===== src/rtl/xreg_field_pkg.sv =====
// xreg_field_pkg: access-type enums and sizing helper shared by the register field slice
package xreg_field_pkg;
  typedef enum logic [2:0] {SW_RO, SW_RW, SW_RW1C, SW_RW1S, SW_ROC, SW_ConC, SW_WonC} sw_type_e;
  typedef enum logic [1:0] {HW_NONE, HW_WR, HW_STICKY, HW_CNT} hw_type_e;
  function automatic int be_w(input int w);
    return (w + 7) / 8;
  endfunction
endpackage


===== src/rtl/xreg_field_sw_next.sv =====
// xreg_field_sw_next: picks the winning SW port, merges byte lanes and applies the SW access type
module xreg_field_sw_next
  import xreg_field_pkg::*;
#(
  parameter int F_WIDTH = 8,
  parameter int SW_CNT = 1,
  parameter sw_type_e SW_TYPE = SW_RW
) (
  input  logic [F_WIDTH-1:0]               val,
  input  logic [SW_CNT-1:0]                sw_wr,
  input  logic [SW_CNT-1:0]                sw_rd,
  input  logic [F_WIDTH*SW_CNT-1:0]        sw_wr_data,
  input  logic [be_w(F_WIDTH)*SW_CNT-1:0]  sw_be,
  input  logic                             alter,
  output logic [F_WIDTH-1:0]               sw_nxt,
  output logic                             sw_hit
);
  localparam int BE_W = be_w(F_WIDTH);
  logic rd_clr;
  logic [SW_CNT-1:0] req;
  logic [F_WIDTH-1:0] d, m, dm;
  logic [BE_W-1:0] be;
  assign rd_clr = SW_TYPE == SW_ROC || (SW_TYPE == SW_ConC && !alter);
  assign req = rd_clr ? sw_rd : sw_wr;
  // walk from the highest port down so the lowest requesting index wins
  always_comb begin
    d = '0;
    be = '0;
    for (int p = SW_CNT - 1; p >= 0; p--)
      if (req[p]) begin
        d = sw_wr_data[p*F_WIDTH +: F_WIDTH];
        be = sw_be[p*BE_W +: BE_W];
      end
  end
  always_comb begin
    m = '0;
    for (int i = 0; i < F_WIDTH; i++) m[i] = be[i/8];
  end
  assign dm = d & m;
  assign sw_hit = |req && SW_TYPE != SW_RO && (SW_TYPE != SW_WonC || alter);
  assign sw_nxt = !sw_hit ? val :
                  rd_clr ? '0 :
                  (SW_TYPE == SW_RW1C || SW_TYPE == SW_ConC) ? val & ~dm :
                  SW_TYPE == SW_RW1S ? val | dm :
                  (val & ~m) | dm;
endmodule


===== src/rtl/xreg_field.sv =====
// xreg_field: one register field flop merging SW access, HW load/set/clear and HW event counting
module xreg_field
  import xreg_field_pkg::*;
#(
  parameter int F_WIDTH = 8,
  parameter int SW_CNT = 1,
  parameter sw_type_e SW_TYPE = SW_RW,
  parameter hw_type_e HW_TYPE = HW_NONE,
  parameter bit HW_PRIO = 1'b0,
  parameter bit CNT_SAT = 1'b1,
  parameter logic [F_WIDTH-1:0] RST_VAL = '0
) (
  input  logic                             clk,
  input  logic                             rst_n,
  input  logic [SW_CNT-1:0]                sw_wr,
  input  logic [SW_CNT-1:0]                sw_rd,
  input  logic [F_WIDTH*SW_CNT-1:0]        sw_wr_data,
  input  logic [be_w(F_WIDTH)*SW_CNT-1:0]  sw_be,
  input  logic                             sw_type_alter_signal,
  input  logic                             hw_we,
  input  logic [F_WIDTH-1:0]               hw_wr_data,
  input  logic [F_WIDTH-1:0]               hw_set,
  input  logic [F_WIDTH-1:0]               hw_clr,
  input  logic                             hw_inc,
  output logic [F_WIDTH-1:0]               field_value,
  output logic                             sw_modified,
  output logic                             hw_conflict,
  output logic                             cnt_ovf
);
  if (int'(SW_TYPE) > int'(SW_WonC) || (HW_TYPE != HW_NONE && SW_TYPE == SW_RO && !HW_PRIO)) begin : g_illegal
    $fatal(1, "xreg_field: illegal SW_TYPE/HW_TYPE/HW_PRIO combination");
  end
  logic [F_WIDTH-1:0] sw_nxt, inc, base, nxt;
  logic sw_hit, hw_hit, sw_eff, hw_eff, ovf;
  xreg_field_sw_next #(.F_WIDTH(F_WIDTH), .SW_CNT(SW_CNT), .SW_TYPE(SW_TYPE)) u_sw (
    .val(field_value),
    .sw_wr(sw_wr),
    .sw_rd(sw_rd),
    .sw_wr_data(sw_wr_data),
    .sw_be(sw_be),
    .alter(sw_type_alter_signal),
    .sw_nxt(sw_nxt),
    .sw_hit(sw_hit)
  );
  assign inc = field_value + F_WIDTH'(1);
  // sticky HW never competes: SW result first, then clr, then set so set wins per bit
  always_comb begin
    hw_hit = HW_TYPE == HW_WR ? hw_we :
             HW_TYPE == HW_STICKY ? |(hw_set | hw_clr) :
             HW_TYPE == HW_CNT ? hw_inc : 1'b0;
    sw_eff = sw_hit && !(hw_hit && HW_PRIO && HW_TYPE != HW_STICKY);
    hw_eff = hw_hit && (!sw_hit || HW_PRIO || HW_TYPE == HW_STICKY);
    base = sw_eff ? sw_nxt : field_value;
    nxt = HW_TYPE == HW_STICKY ? (base & ~hw_clr) | hw_set :
          HW_TYPE == HW_WR && hw_eff ? hw_wr_data :
          HW_TYPE == HW_CNT && hw_eff ? (CNT_SAT && &field_value ? field_value : inc) :
          base;
    ovf = HW_TYPE == HW_CNT && hw_eff && (CNT_SAT ? (&field_value || &inc) : &field_value);
  end
  always_ff @(posedge clk or negedge rst_n)
    if (!rst_n) begin
      field_value <= RST_VAL;
      sw_modified <= 1'b0;
      hw_conflict <= 1'b0;
      cnt_ovf <= 1'b0;
    end else begin
      field_value <= nxt;
      sw_modified <= sw_eff;
      hw_conflict <= sw_hit && hw_hit;
      cnt_ovf <= ovf;
    end
endmodule


===== config.mk =====
export PLATFORM = sky130hd
export DESIGN_NAME = xreg_field
export DESIGN_NICKNAME = d
export VERILOG_FILES = /design/src/rtl/xreg_field_pkg.sv /design/src/rtl/xreg_field_sw_next.sv /design/src/rtl/xreg_field.sv
export SDC_FILE = /design/constraint.sdc
export NUM_CORES = 1
export LEC_CHECK = 0
export ABC_AREA = 0
export CAP_MARGIN = 40
export CORE_UTILIZATION = 23
export CTS_CLUSTER_SIZE = 28
export DETAILED_ROUTE_END_ITERATION = 6
export PLACE_DENSITY = 0.8
export SYNTH_ARGS = -nofsm -noshare
export SYNTH_HDL_FRONTEND = slang
export SYNTH_SLANG_ARGS = --single-unit
export TNS_END_PERCENT = 50

===== constraint.sdc =====
create_clock -name clk -period 2 [get_ports clk]
set_input_delay 0.6 -clock clk [delete_from_list [all_inputs] [get_ports clk]]
set_output_delay 0.6 -clock clk [all_outputs]
set_load 0.02 [all_outputs]

==> results.toml, run 1 <==
[status]
outcome = "finished clean"

[drt]
vias = 239
drtPass1Iterations = 1
viasPerCell = 4.051
drt_iter0_drc = 0
drc_errors = 0
postRouteAntennaNets = 0
avgRoutedWirePerCell_um = 10.66
routed_wl_um = 629

[logic_synthesis]
synth_top_cell_by_area = "dfrtp_1"
synth_seq_cells = 9
syn_area_per_cell_um2 = 16.21
ys_seq_area_frac = 0.6618
async_flop_share = 1.000
ys_top_cells_by_area = "dfrtp_1 (66%), mux2_2 (26%), buf_4 (4.4%), nand2_2 (1.8%), conb_1 (1.1%)"
yosysUniqueCellTypes = 5
synth_top_area_share = 0.6618
netlist_area_um2 = 340.3
synth_flop_cell = "dfrtp_1"
syn_inst = 21
synth_edf_count = 0
yosysMostFrequentCell = "dfrtp_1"
yosys_warnings = 0
synthTopCellsByCount = "dfrtp_1 (9), mux2_2 (8), buf_4 (2), conb_1 (1), nand2_2 (1)"

[critical_path]
startpoint_type = "flip-flop"
cp_top_family = "buffers and inverters"
r2r_setup_slack_ps = 1240
rr_worst_depth = 1
worstPathCellList = "clkdlybuf4s50_1"
cpMaxStageDelayCell = "clkdlybuf4s50_1"
cp_data_arrival_time_ps = 1210
end_kind = "output port"
required_ps = 1400
critical_path_class = "reg2out"
critPathMaxFanout = 2
path_buf_inv = 1
critPathMaxStageDelay_ps = 610

[floorplanning]
fp-row-count = 13
die_h_um = 40.47
die_width_um = 40.47
ios = 51
fp.coreArea_um2 = 1334
start_util = 0.2552
dieArea_um2 = 1637

[clock_network]
numCtsBuffers = 3
ctsHoldBuffers = 0
cts_buffer_depth = 2
ctsResizeCount = 0
clk_pin_slew_ps = 60
cts.sinks = 9
root_buffer = "clkbuf_4"
cts_tree = "yes"
worst_skew_pair.late_latency_ps = 250
postCtsSetupRepairBufs = 0
cts_max_level = 1

[placement]
port_buffers = 20
pre_cts_ws_ps = 269.2
place_area_um2 = 548.0
place.gp.congestion = 0.5423

[sta]
slew_viol_final = 0
fin_setup_tns_ps = 0
whs_ps = 500.2
setup_ws_ps = 194.1
rsz0062_at_grt = "false"
fmax_mhz = 553.7
hold_viol_final = 0
fin_skew_ps = 0
fin_crit_ps = 1806
finalCritPeriodShare = 0.9030
setup_viol = 0

[global_routing]
grt_pass1_wl_um = 883
grt_pass1_vias = 204
grt-busiest-layer = "met2"
antenna_found_initial = 0
gr-usage-met1 = 0.1044
grt_max_degree = 10
grt_util_met3 = 0.08333
overflow = 0
grtUsageTotal = 0.09049
met2_usage = 0.1190

[worst_hold_path]
hold_class = "reg2reg"
holdPathStages = 1

[cells_and_area]
nets = 85
layout-area-overhead-vs-synth_pct = 68.75
final_area_um2 = 574.3
diodes = 0
drive_above_1_share = 0.2727

[power_and_ir_drop]
p_switching_w = 0.0001278
clkPwrFrac = 0.274
switching_share = 0.2601
combPwrFrac = 0.283
ir_drop_uv = 447.7
p_int_w = 0.0003635
power_leakage_nw = 0.2408
powerDensity_nw_per_um2 = 855.4
power_frac_seq = 0.443

[job]
max-cap-violations = 0
cell families (layout without fill, tap and decap cells):
family,count (synthesis),in the layout,synth area share
AND/OR/NAND/NOR,1,1,0.01839
buffers and inverters,2,24,0.04410
multiplexers,8,8,0.2647
flip-flops,9,9,0.6618
other,1,2,0.01102
cells in the final DEF (no fill, tap or decap), drive strengths merged:
cell | Yosys | layout
nand2 | 1 | 1
dfrtp | 9 | 9
mux2 | 8 | 8
clkdlybuf4s50 | 0 | 20
clkbuf | 0 | 4
conb | 1 | 2
final cells by class:
class                      count  area, um^2
fill                         129       759.5
tap                           15       18.77
multi-input combinational     11       103.9
clock buffer                   4       26.28
sequential                     9       225.2
timing repair buffer          20       200.2
power by group through the flow:
| stage | logic [W] | clock network [W] | registers, W |
|---|---|---|---|
| after CTS | 0.000141 | 0.000147 | 0.000218 |
| after global routing | 0.000148 | 0.000152 | 0.000222 |
| after global placement | 0.000139 | 0 | 0.000220 |
| after detailed placement | 0.000140 | 0 | 0.000222 |
| after floorplan | 0.0000319 | 0 | 0.000253 |
| final | 0.000139 | 0.000134 | 0.000218 |
layer usage:
layer	part of all wire	routed length [um]
met5	0	0
met4	0	0
met3	0.12	78
met2	0.47	293
met1	0.41	256
worst max path at each step:
stage | start | slack [ps] | end | depth (start not counted)
after CTS | flip-flop | 180 | field_value[5] | 1
after global placement | sw_wr | 280 | flip-flop | 3
after global routing | flip-flop | 150 | field_value[6] | 1
after floorplan | sw_be | 810 | flip-flop | 2
after detailed placement | sw_wr | 270 | flip-flop | 3
final | flip-flop | 190 | field_value[5] | 1
per-stage QoR:
step | power [W] | std cells | util
after CTS | 0.0005055 | 59 | 0.4306
after floorplan | 0.0002851 | 22 | -
after detailed placement | 0.0003618 | 55 | 0.4109
final | 0.0004913 | 59 | 0.4306
after global routing | 0.0005218 | 59 | 0.4306
after global placement | 0.0003588 | 55 | 0.4109
No activity file was read; power rests on OpenSTA's default activity.
==> run 2: changes to the inputs <==
==> constraint.sdc (replaced) <==
create_clock -name clk -period 2 [get_ports clk]
set_input_delay 0.6 -clock clk [delete_from_list [all_inputs] [get_ports clk]]
set_output_delay 0.6 -clock clk [all_outputs]
set_load 0.01 [all_outputs]
==> results of run 2 <==
The final DEF is identical to that of run 1. Status: finished clean.
Among the figures that moved: setup slack after layout 194.1 ps -> 262.0 ps; total power 0.0004913 W -> 0.0004699 W; worst IR drop on VDD 447.7 uV -> 447.2 uV
==> run 3: changes to the inputs <==
- CORE_AREA: unset -> 2 2 39 41
- CORE_UTILIZATION: 23 -> unset
- DIE_AREA: unset -> 0 0 41 43
- DONT_BUFFER_PORTS: unset -> 1
- PLACE_DENSITY: 0.8 -> unset
==> results.toml, run 3 (synthesized netlist as in run 1, its figures left out) <==
[clock_network]
postCtsSetupRepairBufs = 0
ctsResizeCount = 0
ctsHoldBuffers = 0
cts_tree = "yes"
numCtsBuffers = 3
cts.sinks = 9
clk_pin_slew_ps = 60
worst_skew_pair.late_latency_ps = 260
cts_buffer_depth = 2
cts_max_level = 1
root_buffer = "clkbuf_4"

[cells_and_area]
nets = 65
final_common_cell = "dfrtp_1"
filler_cell_count = 144
drive_above_1_share = 0.5000
mostFrequentLayoutCells = "dfrtp_1 (9), mux2_2 (8), clkbuf_4 (3)"
seqCellArea_um2 = 225.2
diodes = 0
utilization = 0.2712
multiInputGateArea_um2 = 103.9
layout-area-overhead-vs-synth_pct = 10.29

[critical_path]
end_kind = "output port"
required_ps = 1400
startpoint_type = "flip-flop"
critPathMaxFanout = 2
cp_data_arrival_time_ps = 670
r2r_setup_slack_ps = 1190
rr_worst_depth = 1
critical_path_class = "reg2out"

[sta]
finalCritPeriodShare = 0.6368
slew_viol_final = 0
fmax_mhz = 785.2
whs_ps = 31.89
fin_skew_ps = 0
fin_setup_tns_ps = 0
fin_crit_ps = 1274
hold_viol_final = 0
rsz0062_at_grt = "false"
setup_viol = 0

[floorplanning]
ios = 51
dieArea_um2 = 1763
fp.coreArea_um2 = 1384
start_util = 0.2459
die_width_um = 41
die_h_um = 43
fp-row-count = 14

[global_routing]
grtUsageTotal = 0.08375
grt-busiest-layer = "met2"
gr-usage-met1 = 0.07843
grt_pass1_wl_um = 869
grt_max_degree = 10
grt_util_met3 = 0.04712
met2_usage = 0.1094
grt_pass1_vias = 211
antenna_found_initial = 0
overflow = 0

[job]
max-cap-violations = 0

[drt]
avgRoutedWirePerCell_um = 14.40
vias = 168
drt_iter0_drc = 0
drc_errors = 0
routed_wl_um = 576
postRouteAntennaNets = 0
viasPerCell = 4.200
drtPass1Iterations = 1

[power_and_ir_drop]
power_w = 0.0004040
powerDensity_nw_per_um2 = 1076
p_switching_w = 0.00009993
p_int_w = 0.0003040
switching_share = 0.2474
clkPwrFrac = 0.345
power_leakage_nw = 0.1627
ir_drop_uv = 356.6
power_frac_seq = 0.580
combPwrFrac = 0.075

[placement]
place.gp.congestion = 0.5448
port_buffers = 0

[worst_hold_path]
hold_class = "in2async"

[status]
outcome = "finished clean"
[run 3: cell count changes in the layout (fill, tap and decap cells not counted), sizes merged]
| cell | change |
|---|---|
| clkdlybuf4s50 | -20 |
[run 3: worst max path at each step]
stage | slack, ps | end | depth (start not counted) | startpoint
after floorplan | 810 | flip-flop | 2 | sw_be
after global placement | 750 | flip-flop | 2 | sw_be
after detailed placement | 730 | flip-flop | 2 | sw_be
after CTS | 710 | field_value[4] | 0 | flip-flop
after global routing | 690 | field_value[7] | 0 | flip-flop
final | 730 | field_value[4] | 0 | flip-flop
[run 3: layout make-up]
class | instances | share of cell area
Tap cell | 16 | 0.05333
Multi-Input combinational cell | 11 | 0.2767
Sequential cell | 9 | 0.6000
Clock buffer | 4 | 0.07000
[run 3: power groups by stage]
stage / clock network (W) / logic [W] / registers, W
5_1_grt: 0.000158 / 0.0000342 / 0.000239
3_5_place_dp: 0 / 0.0000312 / 0.000239
3_3_place_gp: 0 / 0.0000290 / 0.000238
2_1_floorplan: 0 / 0.0000302 / 0.000234
4_1_cts: 0.000147 / 0.0000312 / 0.000235
6_report: 0.000139 / 0.0000303 / 0.000234
[run 3: per-layer routing]
metal	vias to the layer above	share of wire
li1	71	-
met1	82	0.41
met2	13	0.47
met3	2	0.10
met4	0	0.014
met5	-	0
[run 3: metrics by stage]
step,worst slack (ps),cell area (um^2),std cells
4_1_cts,712.2,375.4,40
5_1_grt,693.3,375.4,40
3_5_place_dp,726.5,349.1,36
6_report,726.4,375.4,40
3_3_place_gp,752.7,349.1,36
2_1_floorplan,812.2,344.1,22
